===== src/rtl/ram_stream_reader_pkg.sv =====
// Shared types and sizing constants for the RAM-to-stream reader.
package ram_stream_reader_pkg;

    typedef enum logic [1:0] {
        ST_IDLE  = 2'd0,
        ST_RUN   = 2'd1,
        ST_DRAIN = 2'd2,
        ST_DONE  = 2'd3
    } state_e;

    localparam int FIFO_DEPTH = 2;
    localparam int FIFO_PTR_W = $clog2(FIFO_DEPTH);
    localparam int FIFO_CNT_W = $clog2(FIFO_DEPTH + 1);

endpackage


===== src/rtl/ram_rd_fifo.sv =====
// Two-entry FIFO holding RAM words between the read port and the output stream.
module ram_rd_fifo
    import ram_stream_reader_pkg::*;
#(
    parameter int DATA_WIDTH = 8
) (
    input  logic                  clk,
    input  logic                  reset_n,
    input  logic                  push,
    input  logic [DATA_WIDTH-1:0] push_data,
    input  logic                  pop,
    output logic [DATA_WIDTH-1:0] pop_data,
    output logic [FIFO_CNT_W-1:0] count,
    output logic                  full,
    output logic                  empty
);

    logic [DATA_WIDTH-1:0] mem_q [FIFO_DEPTH];
    logic [DATA_WIDTH-1:0] mem_d [FIFO_DEPTH];
    logic [FIFO_PTR_W-1:0] rd_ptr_q, rd_ptr_d;
    logic [FIFO_PTR_W-1:0] wr_ptr_q, wr_ptr_d;
    logic [FIFO_CNT_W-1:0] count_q, count_d;
    logic                  do_push;
    logic                  do_pop;

    assign full     = (count_q == FIFO_CNT_W'(FIFO_DEPTH));
    assign empty    = (count_q == '0);
    assign count    = count_q;
    assign pop_data = mem_q[rd_ptr_q];

    // A push into a full FIFO is only legal when the head leaves in the same cycle.
    assign do_pop  = pop && !empty;
    assign do_push = push && (!full || do_pop);

    always_comb begin
        mem_d    = mem_q;
        rd_ptr_d = rd_ptr_q;
        wr_ptr_d = wr_ptr_q;
        if (do_push) begin
            mem_d[wr_ptr_q] = push_data;
            wr_ptr_d        = wr_ptr_q + 1'b1;
        end
        if (do_pop) begin
            rd_ptr_d = rd_ptr_q + 1'b1;
        end
        count_d = count_q + FIFO_CNT_W'(do_push) - FIFO_CNT_W'(do_pop);
    end

    always_ff @(posedge clk) begin
        if (!reset_n) begin
            mem_q    <= '{default: '0};
            rd_ptr_q <= '0;
            wr_ptr_q <= '0;
            count_q  <= '0;
        end else begin
            mem_q    <= mem_d;
            rd_ptr_q <= rd_ptr_d;
            wr_ptr_q <= wr_ptr_d;
            count_q  <= count_d;
        end
    end

endmodule


===== src/rtl/ram_stream_reader.sv =====
// Reads num_words consecutive RAM words from base_addr and streams them out with valid/ready.
//   state    | meaning
//   ST_IDLE  | waiting for start
//   ST_RUN   | issuing reads, streaming returned words
//   ST_DRAIN | all reads issued, emptying the FIFO
//   ST_DONE  | one-cycle completion pulse
module ram_stream_reader
    import ram_stream_reader_pkg::*;
#(
    parameter int DATA_WIDTH   = 8,
    parameter int ADDR_WIDTH   = 10,
    parameter int READ_LATENCY = 1
) (
    input  logic                  clk,
    input  logic                  reset_n,
    input  logic                  start,
    input  logic [ADDR_WIDTH-1:0] base_addr,
    input  logic [ADDR_WIDTH:0]   num_words,
    output logic                  busy,
    output logic                  done,
    output logic                  m_read_req,
    output logic [ADDR_WIDTH-1:0] m_read_addr,
    input  logic [DATA_WIDTH-1:0] m_read_data,
    output logic                  out_valid,
    input  logic                  out_ready,
    output logic [DATA_WIDTH-1:0] out_data,
    output logic                  out_last
);

    localparam logic [FIFO_CNT_W:0] OCC_LIMIT = (FIFO_CNT_W + 1)'(FIFO_DEPTH);

    state_e                state_q, state_d;
    logic [ADDR_WIDTH-1:0] addr_q, addr_d;
    logic [ADDR_WIDTH-1:0] last_addr_q, last_addr_d;
    logic [ADDR_WIDTH:0]   reads_left_q, reads_left_d;
    logic [ADDR_WIDTH:0]   words_left_q, words_left_d;

    logic                  fifo_push;
    logic                  fifo_pop;
    logic [FIFO_CNT_W-1:0] fifo_count;
    logic                  fifo_full;
    logic                  fifo_empty;
    logic                  rd_pending;
    logic [FIFO_CNT_W:0]   occupancy;
    logic                  read_ok;

    generate
        if (READ_LATENCY == 0) begin : g_comb_read
            assign rd_pending = 1'b0;
            assign fifo_push  = m_read_req;
        end else begin : g_reg_read
            logic pending_q, pending_d;

            always_comb pending_d = m_read_req;

            // Clearing on reset drops any word still returning from an aborted transfer.
            always_ff @(posedge clk) begin
                if (!reset_n) pending_q <= 1'b0;
                else          pending_q <= pending_d;
            end

            assign rd_pending = pending_q;
            assign fifo_push  = pending_q;
        end
    endgenerate

    ram_rd_fifo #(
        .DATA_WIDTH (DATA_WIDTH)
    ) u_fifo (
        .clk       (clk),
        .reset_n   (reset_n),
        .push      (fifo_push),
        .push_data (m_read_data),
        .pop       (fifo_pop),
        .pop_data  (out_data),
        .count     (fifo_count),
        .full      (fifo_full),
        .empty     (fifo_empty)
    );

    assign out_valid = !fifo_empty;
    assign fifo_pop  = out_valid && out_ready;
    assign out_last  = out_valid && (words_left_q == (ADDR_WIDTH + 1)'(1));

    // Words stored plus words still on their way must never exceed the FIFO depth.
    assign occupancy = {1'b0, fifo_count} + {{FIFO_CNT_W{1'b0}}, rd_pending};
    assign read_ok   = (!fifo_full && (occupancy < OCC_LIMIT))
                    || (fifo_pop && (occupancy == OCC_LIMIT));

    always_comb begin
        state_d      = state_q;
        addr_d       = addr_q;
        last_addr_d  = last_addr_q;
        reads_left_d = reads_left_q;
        words_left_d = words_left_q;
        m_read_req   = 1'b0;

        if (fifo_pop) begin
            words_left_d = words_left_q - 1'b1;
        end

        case (state_q)
            ST_IDLE: begin
                if (start) begin
                    addr_d       = base_addr;
                    reads_left_d = num_words;
                    words_left_d = num_words;
                    state_d      = (num_words == '0) ? ST_DONE : ST_RUN;
                end
            end
            ST_RUN: begin
                if (read_ok) begin
                    m_read_req   = 1'b1;
                    last_addr_d  = addr_q;
                    addr_d       = addr_q + 1'b1;
                    reads_left_d = reads_left_q - 1'b1;
                    if (reads_left_q == (ADDR_WIDTH + 1)'(1)) begin
                        state_d = ST_DRAIN;
                    end
                end
            end
            ST_DRAIN: begin
                if (fifo_pop && (words_left_q == (ADDR_WIDTH + 1)'(1))) begin
                    state_d = ST_DONE;
                end
            end
            ST_DONE: begin
                state_d = ST_IDLE;
            end
            default: begin
                state_d = ST_IDLE;
            end
        endcase
    end

    always_ff @(posedge clk) begin
        if (!reset_n) begin
            state_q      <= ST_IDLE;
            addr_q       <= '0;
            last_addr_q  <= '0;
            reads_left_q <= '0;
            words_left_q <= '0;
        end else begin
            state_q      <= state_d;
            addr_q       <= addr_d;
            last_addr_q  <= last_addr_d;
            reads_left_q <= reads_left_d;
            words_left_q <= words_left_d;
        end
    end

    assign m_read_addr = m_read_req ? addr_q : last_addr_q;
    assign busy        = (state_q == ST_RUN) || (state_q == ST_DRAIN);
    assign done        = (state_q == ST_DONE);

endmodule


===== config.mk =====
export PLATFORM = sky130hd
export DESIGN_NAME = ram_stream_reader
export DESIGN_NICKNAME = d
export VERILOG_FILES = /design/src/rtl/ram_stream_reader_pkg.sv /design/src/rtl/ram_rd_fifo.sv /design/src/rtl/ram_stream_reader.sv
export SDC_FILE = /design/constraint.sdc
export NUM_CORES = 1
export LEC_CHECK = 0
export ABC_AREA = 0
export CELL_PAD_IN_SITES_DETAIL_PLACEMENT = 1
export CELL_PAD_IN_SITES_GLOBAL_PLACEMENT = 1
export CORE_ASPECT_RATIO = 0.8
export CORE_MARGIN = 4
export CORE_UTILIZATION = 35
export CTS_BUF_LIST = sky130_fd_sc_hd__clkbuf_8
export CTS_CLUSTER_DIAMETER = 200
export DETAILED_ROUTE_END_ITERATION = 6
export GPL_TIMING_DRIVEN = 0
export PLACE_DENSITY = 0.73
export SLEW_MARGIN = 5
export SYNTH_ARGS = -nofsm -noshare
export SYNTH_HDL_FRONTEND = slang
export SYNTH_SLANG_ARGS = --single-unit
export TNS_END_PERCENT = 1

===== constraint.sdc =====
create_clock -name clk -period 6.2 [get_ports clk]
set_clock_uncertainty 0.2 [all_clocks]
set_input_delay 0.93 -clock clk [delete_from_list [all_inputs] [get_ports clk]]
set_output_delay 0.93 -clock clk [all_outputs]
set_load 0.05 [all_outputs]

==> impl_metrics.json, run 1 <==
{
  "outcome": "completed",
  "fmax_ghz": 0.215,
  "cp.buffers_inverters": 4,
  "synth_most_common_cell": "dfxtp_1",
  "synth_top_area_cell": "dfxtp_1",
  "core_area_sq_um": 9650,
  "placementRows": 32,
  "synth_cells": 406,
  "synth_nets": 454,
  "synthArstFlopShare_pct": 0,
  "grt_start_max_net_pins": 13,
  "min-delay-start": "u_fifo.mem_q[3]$_SDFFE_PN0P_",
  "synth_common_cells": "dfxtp_1 (65), nand2_1 (40), a21oi_1 (37), nor2_1 (32), clkbuf_1 (19)",
  "critPathTopFamily": "buffers and inverters",
  "whs_ns": 0.257,
  "drt-vias-per-instance": 5.50,
  "drt_pass1_iterations": 5,
  "cp_slowest_cell": "clkdlybuf4s50_1",
  "cts_resized": 0,
  "path_clk_slew_ns": 0.07,
  "clock-root-buffer": "clkbuf_8",
  "finalSetupTns_ns": 0,
  "cpMostUsedCell": "clkdlybuf4s50_1",
  "clk_latency_ns": 0.35,
  "antenna_found_initial": 0,
  "maxSlewViolCount": 0,
  "final.setup.worst_slack_ns": 1.55,
  "syn_area_sq_um": 3470,
  "portBuffers": 55,
  "drv_cap": 0,
  "n_antenna_cell": 0,
  "globalRouteOverflowTotal": 0,
  "worstHoldPathCells": 2,
  "clkSinkCount": 65,
  "r2r-end": "reads_left_q[8]$_SDFFE_PN0P_",
  "antenna_left": 0,
  "wire_per_inst_microns": 18.3,
  "finalHoldViolations": 0,
  "final_core_util_pct": 45.4,
  "rsz0062_at_grt": "no",
  "cts_buffers": 9,
  "wirelength_mm": 11.2,
  "path_cells": "clkdlybuf4s50_1 > nand2_2 > inv_4 > a32oi_4 > nand2b_2 > buf_8 > mux2_4 > clkdlybuf4s50_1",
  "ctsHtreeMaxLevel": 3,
  "synth_edf_count": 0,
  "ys_warn_count": 0,
  "endpoint_kind": "primary output",
  "min_path_type": "flip-flop to flip-flop",
  "crit_fanout": 10,
  "worst_pin_slew_ns": 0.690,
  "holdBufCountCts": 0,
  "finalSetupViolCount": 0,
  "gp_congestion": 0.834,
  "ys_seq_elements": 65,
  "finalNetCount": 520,
  "vias": 3373,
  "critPathLaunchType": "primary input",
  "grt.total_usage_pct": 19.8,
  "drt-initial-drc-count": 234,
  "synth_cell_type_count": 52,
  "drc": 0,
  "ys.flop_type": "dfxtp_1",
  "worstPathArrival_ns": 3.52,
  "grt_pass1_wl_mm": 18.2,
  "area_growth_pct": 26.4,
  "total_power_mw": 2.21,
  "synth_seq_area_share_pct": 37.5,
  "place_hpwl_mm": 8.30,
  "min_to": "u_fifo.mem_q[3]$_SDFFE_PN0P_",
  "r2r_slack_ns": 3.58,
  "detailedPlace.worstSlack_ns": 1.57,
  "post_synth_main_area_contributors": "dfxtp_1 (38%), ha_1 (5.4%), a21oi_1 (5.3%)",
  "grt_pass1_vias": 3424,
  "clock_path_buffers": 2,
  "max_stage_delay_ns": 0.71,
  "die_y_microns": 97.0,
  "power_density_nw_per_um2": 505,
  "pin_count": 56,
  "period_share_pct": 75.0,
  "cts_tree": "done",
  "yosysTopAreaCellShare_pct": 37.5,
  "nFillCells": 1169,
  "period_needed_ns": 4.65,
  "ir_worst_vdd_v": 0.000160,
  "crit_required_ns": 5.07,
  "start_util_pct": 35.9,
  "worst-setup-path-type": "primary input to primary output",
  "drive_above_1_share_pct": 9.64,
  "postCtsSetupBuffers": 0,
  "slew_headroom_pct": 54.0,
  "r2r-start": "state_q[1]$_SDFFE_PN0P_",
  "fp.dieW_microns": 119,
  "design.die.area_sq_um": 11600,
  "r2r_cells": 8,
  "leakage_nw": 1.60,
  "avgSynthCellArea_sq_um": 8.54
}
[cells in the final DEF, fill, tap and decap left out, drive strengths merged, types with 13 or more instances in the layout]
cell type and n:
nor2 32, and2 13, inv 15, mux2 19, o21ai 17, nand3 14
clkbuf 28, clkdlybuf4s50 55, dfxtp 65, nor3 13, a21oi 37, ha 15
nand2 41
[cell type report]
class                   instances  area [sq um]  area share (%)
well taps                     136           170            3.88
clock inverters                 7          71.3            1.63
multi-input cells             302          2000            45.7
inverters                      15          58.8            1.34
repair buffers                 55           551            12.6
clock buffers                   9           124            2.83
plain buffers                  24           105            2.40
flip-flops and latches         65          1300            29.7
[sequential cells by signal, indices dropped and copies added (netlist names), 2 cells and up]
signal        flops
last_addr_q      10
reads_left_q     11
words_left_q     11
state_q           2
u_fifo.count      2
addr_q           10
u_fifo.mem_q     16
[worst reg2reg max path, stage by stage, from the launching register on]
cell,delay (ns)
dfxtp_1,0.33
inv_1,0.12
ha_1,0.25
clkbuf_1,0.37
o21ai_1,0.29
a21oi_1,0.36
buf_2,0.32
nand2_1,0.12
o22ai_1,0.19
[cells by family (layout without fill, tap and decap cells)]
| logic type | Yosys count | count (layout) | synth area share, % |
|---|---|---|---|
| and+or+nand+nor | 146 | 146 | 20.7 |
| AOI/OAI and AO/OA | 100 | 100 | 18.7 |
| DFF | 65 | 65 | 37.5 |
| buffers and inverters | 39 | 110 | 4.73 |
| muxes | 28 | 28 | 9.63 |
| adders and majority gates | 15 | 15 | 5.41 |
| xor gates and xnor gates | 13 | 13 | 3.28 |
[worst max-delay path by stage]
stage / from / end / depth (start not counted)
2_1_floorplan: words_left_q[7]$_SDFF_PN0_ / out_last / 3
3_3_place_gp: out_ready / m_read_addr[9] / 8
3_5_place_dp: out_ready / m_read_addr[9] / 8
4_1_cts: out_ready / m_read_addr[9] / 8
5_1_grt: out_ready / m_read_addr[3] / 8
6_report: out_ready / m_read_addr[9] / 8
[through the flow]
step / instance area (sq um) / std cells
final: 4380 / 613
after global routing: 4380 / 613
after CTS: 4380 / 613
after detailed placement: 4190 / 597
after global placement: 4190 / 597
after floorplan: 3470 / 406
[metal layers]
layer | routed length, microns | track usage, % | vias up
met3 | 685 | 5.73 | 19
met4 | 205 | 6.16 | 0
li1 | - | - | 1582
met1 | 5340 | 27.5 | 1670
met5 | 0 | 0 | -
met2 | 4960 | 29.5 | 102
[report_power, final]
part           internal (mW)  total (mW)  switching (mW)
clock network          0.185       0.368           0.183
logic                  0.447        1.18           0.729
registers              0.542       0.670           0.127
(Power assumes the default switching activity.)
==> run 2, diff against run 1 <==
Clock period 6.2 ns to 4.5 ns, I/O delays scaled along.
==> results of run 2 <==
The final DEF is identical to that of run 1. Status: completed.
Among the figures that moved: setup slack after placement 1.57 ns -> 0.378 ns; setup slack after layout 1.55 ns -> 0.363 ns; register-to-register setup slack 3.58 ns -> 1.88 ns; total power 2.21 mW -> 3.05 mW; worst IR drop on VDD 0.000160 V -> 0.000221 V
==> run 3, diff against run 2 <==
Settings changed: REMOVE_ABC_BUFFERS set to 1.
==> run 3 against run 2 <==
Net effect: register-to-register slack worse by 0.64 ns; sequential share of layout area up 0.38 points; sequential cell count unchanged; clock power up 21%; critical endpoint is now m_read_addr[7]; largest power group unchanged; utilization down 0.57 points; final cell count down 3.9%; total power down 0.34%; setup slack worse by 0.11 ns; cell area down 1.3%; non-clock buffer count down 24; wire length down 14%; via count down 7.6%.
==> impl_metrics.json, run 3 (synthesis results as in run 1) <==
{
  "outcome": "completed",
  "seqPwrFrac_pct": 30.8,
  "top_regs": "u_fifo.mem_q x16, reads_left_q x11, words_left_q x11",
  "regMostFlops": "u_fifo.mem_q",
  "r2r-end": "reads_left_q[0]$_SDFFE_PN0P_",
  "r2r-start": "state_q[1]$_SDFFE_PN0P_",
  "path_cells": "clkdlybuf4s50_1 > nand2_2 > inv_4 > a32oi_4 > nand2b_2 > mux2_2 > clkdlybuf4s50_1",
  "drive_above_1_share_pct": 9.49,
  "power_switching_mw": 1.35,
  "grt_pass1_wl_mm": 15.9,
  "dp.cells": 573,
  "finalSetupTns_ns": 0,
  "wirelength_mm": 9.64,
  "p_int_mw": 1.69,
  "cp_slowest_cell": "clkdlybuf4s50_1",
  "leakage_nw": 1.58,
  "crit_required_ns": 3.62,
  "largest_register_ff_count": 16,
  "die_y_microns": 97.0,
  "endpoint_kind": "primary output",
  "cts_buffers": 9,
  "wire_per_inst_microns": 16.4,
  "critPathLaunchType": "primary input",
  "finalHoldViolations": 0,
  "area_growth_pct": 24.8,
  "slew_headroom_pct": 22.6,
  "holdBufCountCts": 0,
  "worst_pin_slew_ns": 1.16,
  "maxSlewViolCount": 0,
  "start_util_pct": 35.9,
  "clock_path_buffers": 2,
  "finalNetCount": 496,
  "clock-root-buffer": "clkbuf_8",
  "power_density_nw_per_um2": 702,
  "antenna_found_initial": 0,
  "period_share_pct": 94.4,
  "gp_congestion": 0.807,
  "worstPathArrival_ns": 3.37,
  "worstSetupEndpoint": "m_read_addr[7]",
  "core_area_sq_um": 9650,
  "grt_pass1_vias": 3178,
  "whs_ns": 0.255,
  "rsz0062_at_grt": "no",
  "pwr-share-comb_pct": 49.1,
  "crit_fanout": 12,
  "design.die.area_sq_um": 11600,
  "placementRows": 32,
  "grt_start_max_net_pins": 42,
  "pin_count": 56,
  "r2r_cells": 6,
  "clk_latency_ns": 0.35,
  "portBuffers": 55,
  "mostFrequentLayoutCell": "dfxtp_1",
  "max_stage_delay_ns": 0.71,
  "cts_tree": "done",
  "fin_cells": 589,
  "ir_worst_vdd_v": 0.000239,
  "drc": 0,
  "path_clk_slew_ns": 0.07,
  "fmax_ghz": 0.235,
  "globalRouteOverflowTotal": 0,
  "ctsHtreeMaxLevel": 3,
  "p_sw_share_pct": 44.2,
  "finalSetupViolCount": 0,
  "drt-initial-drc-count": 123,
  "period_needed_ns": 4.25,
  "final_cell_mix": "dfxtp_1 (65), clkdlybuf4s50_1 (55), nand2_1 (40), a21oi_1 (37), nor2_1 (32)",
  "clkPwrFrac_pct": 20.1,
  "vias": 3118,
  "n_antenna_cell": 0,
  "cpMostUsedCell": "clkdlybuf4s50_1",
  "clkSinkCount": 65,
  "worst-setup-path-type": "primary input to primary output",
  "drt-vias-per-instance": 5.29,
  "cp-startpoint": "out_ready",
  "drv_cap": 0,
  "drt_pass1_iterations": 4,
  "worstHoldPathCells": 2,
  "fp.dieW_microns": 119,
  "grt.total_usage_pct": 16.8,
  "min_path_type": "flip-flop to flip-flop",
  "antenna_left": 0,
  "r2r_slack_ns": 1.24,
  "place_hpwl_mm": 6.75
}
==> run 3: cell types whose count changed in the layout (fill, tap and decap cells not counted), sizes merged <==
cell and delta:
inv +2, clkinvlp -2, bufinv +2, clkinv -2
clkbuf -19, buf -5
==> run 3: final cells by class <==
class | count | area (sq um)
clock buffers | 9 | 124
fillers | 1160 | 5320
clock inverters | 7 | 119
repair buffers | 55 | 551
well taps | 136 | 170
inverters | 15 | 58.8
multi-input cells | 302 | 2010
flip-flops and latches | 65 | 1300
==> run 3: power by group through the flow <==
stage / clock (mW) / sequential (mW) / combinational (mW)
2_1_floorplan: 0 / 0.886 / 1.10
3_3_place_gp: 0 / 0.931 / 1.45
3_5_place_dp: 0 / 0.947 / 1.49
4_1_cts: 0.626 / 0.934 / 1.50
5_1_grt: 0.647 / 0.964 / 1.64
6_report: 0.611 / 0.935 / 1.49
==> run 3: through the flow <==
step	total power [mW]	utilization, %	cell area [sq um]	setup WS, ns
2_1_floorplan	1.99	-	3360	1.06
3_3_place_gp	2.38	42.3	4080	0.259
3_5_place_dp	2.43	42.3	4080	0.239
4_1_cts	3.06	44.9	4330	0.232
5_1_grt	3.25	44.9	4330	0.127
6_report	3.04	44.9	4330	0.250
==> run 3: worst min-delay path by stage <==
| stage | from | to | slack (ns) |
|---|---|---|---|
| after global routing | u_fifo.mem_q[1]$_SDFFE_PN0P_ | u_fifo.mem_q[1]$_SDFFE_PN0P_ | 0.29 |
| final | u_fifo.mem_q[7]$_SDFFE_PN0P_ | u_fifo.mem_q[7]$_SDFFE_PN0P_ | 0.25 |
| after global placement | u_fifo.mem_q[7]$_SDFFE_PN0P_ | u_fifo.mem_q[7]$_SDFFE_PN0P_ | 0.24 |
| after detailed placement | u_fifo.mem_q[7]$_SDFFE_PN0P_ | u_fifo.mem_q[7]$_SDFFE_PN0P_ | 0.25 |
| after CTS | u_fifo.mem_q[7]$_SDFFE_PN0P_ | u_fifo.mem_q[7]$_SDFFE_PN0P_ | 0.26 |
| after floorplan | u_fifo.mem_q[0]$_SDFFE_PN0P_ | u_fifo.mem_q[0]$_SDFFE_PN0P_ | 0.23 |
==> run 3: metal layers <==
metal / vias up / global-route usage, % / wire, microns
met4: 0 / 4.75 / 102
met1: 1507 / 22.6 / 4600
met5: - / 0 / 0
met3: 8 / 4.32 / 481
met2: 67 / 26.7 / 4460
li1: 1536 / - / -
==> run 3: repair_timing <==
| item | 4_1_cts | 5_1_grt |
|---|---|---|
| buffers inserted | 0 | 0 |
| resized for setup | 1 | 0 |
| endpoints found under the setup margin | 3 | 0 |
==> run 3: critical path, delay by kind of cell <==
kind	cells	cell delay, ns
and+or+nand+nor	2	0.61
buffers and inverters	3	1.25
AOI/OAI and AO/OA	1	0.44
muxes	1	0.40
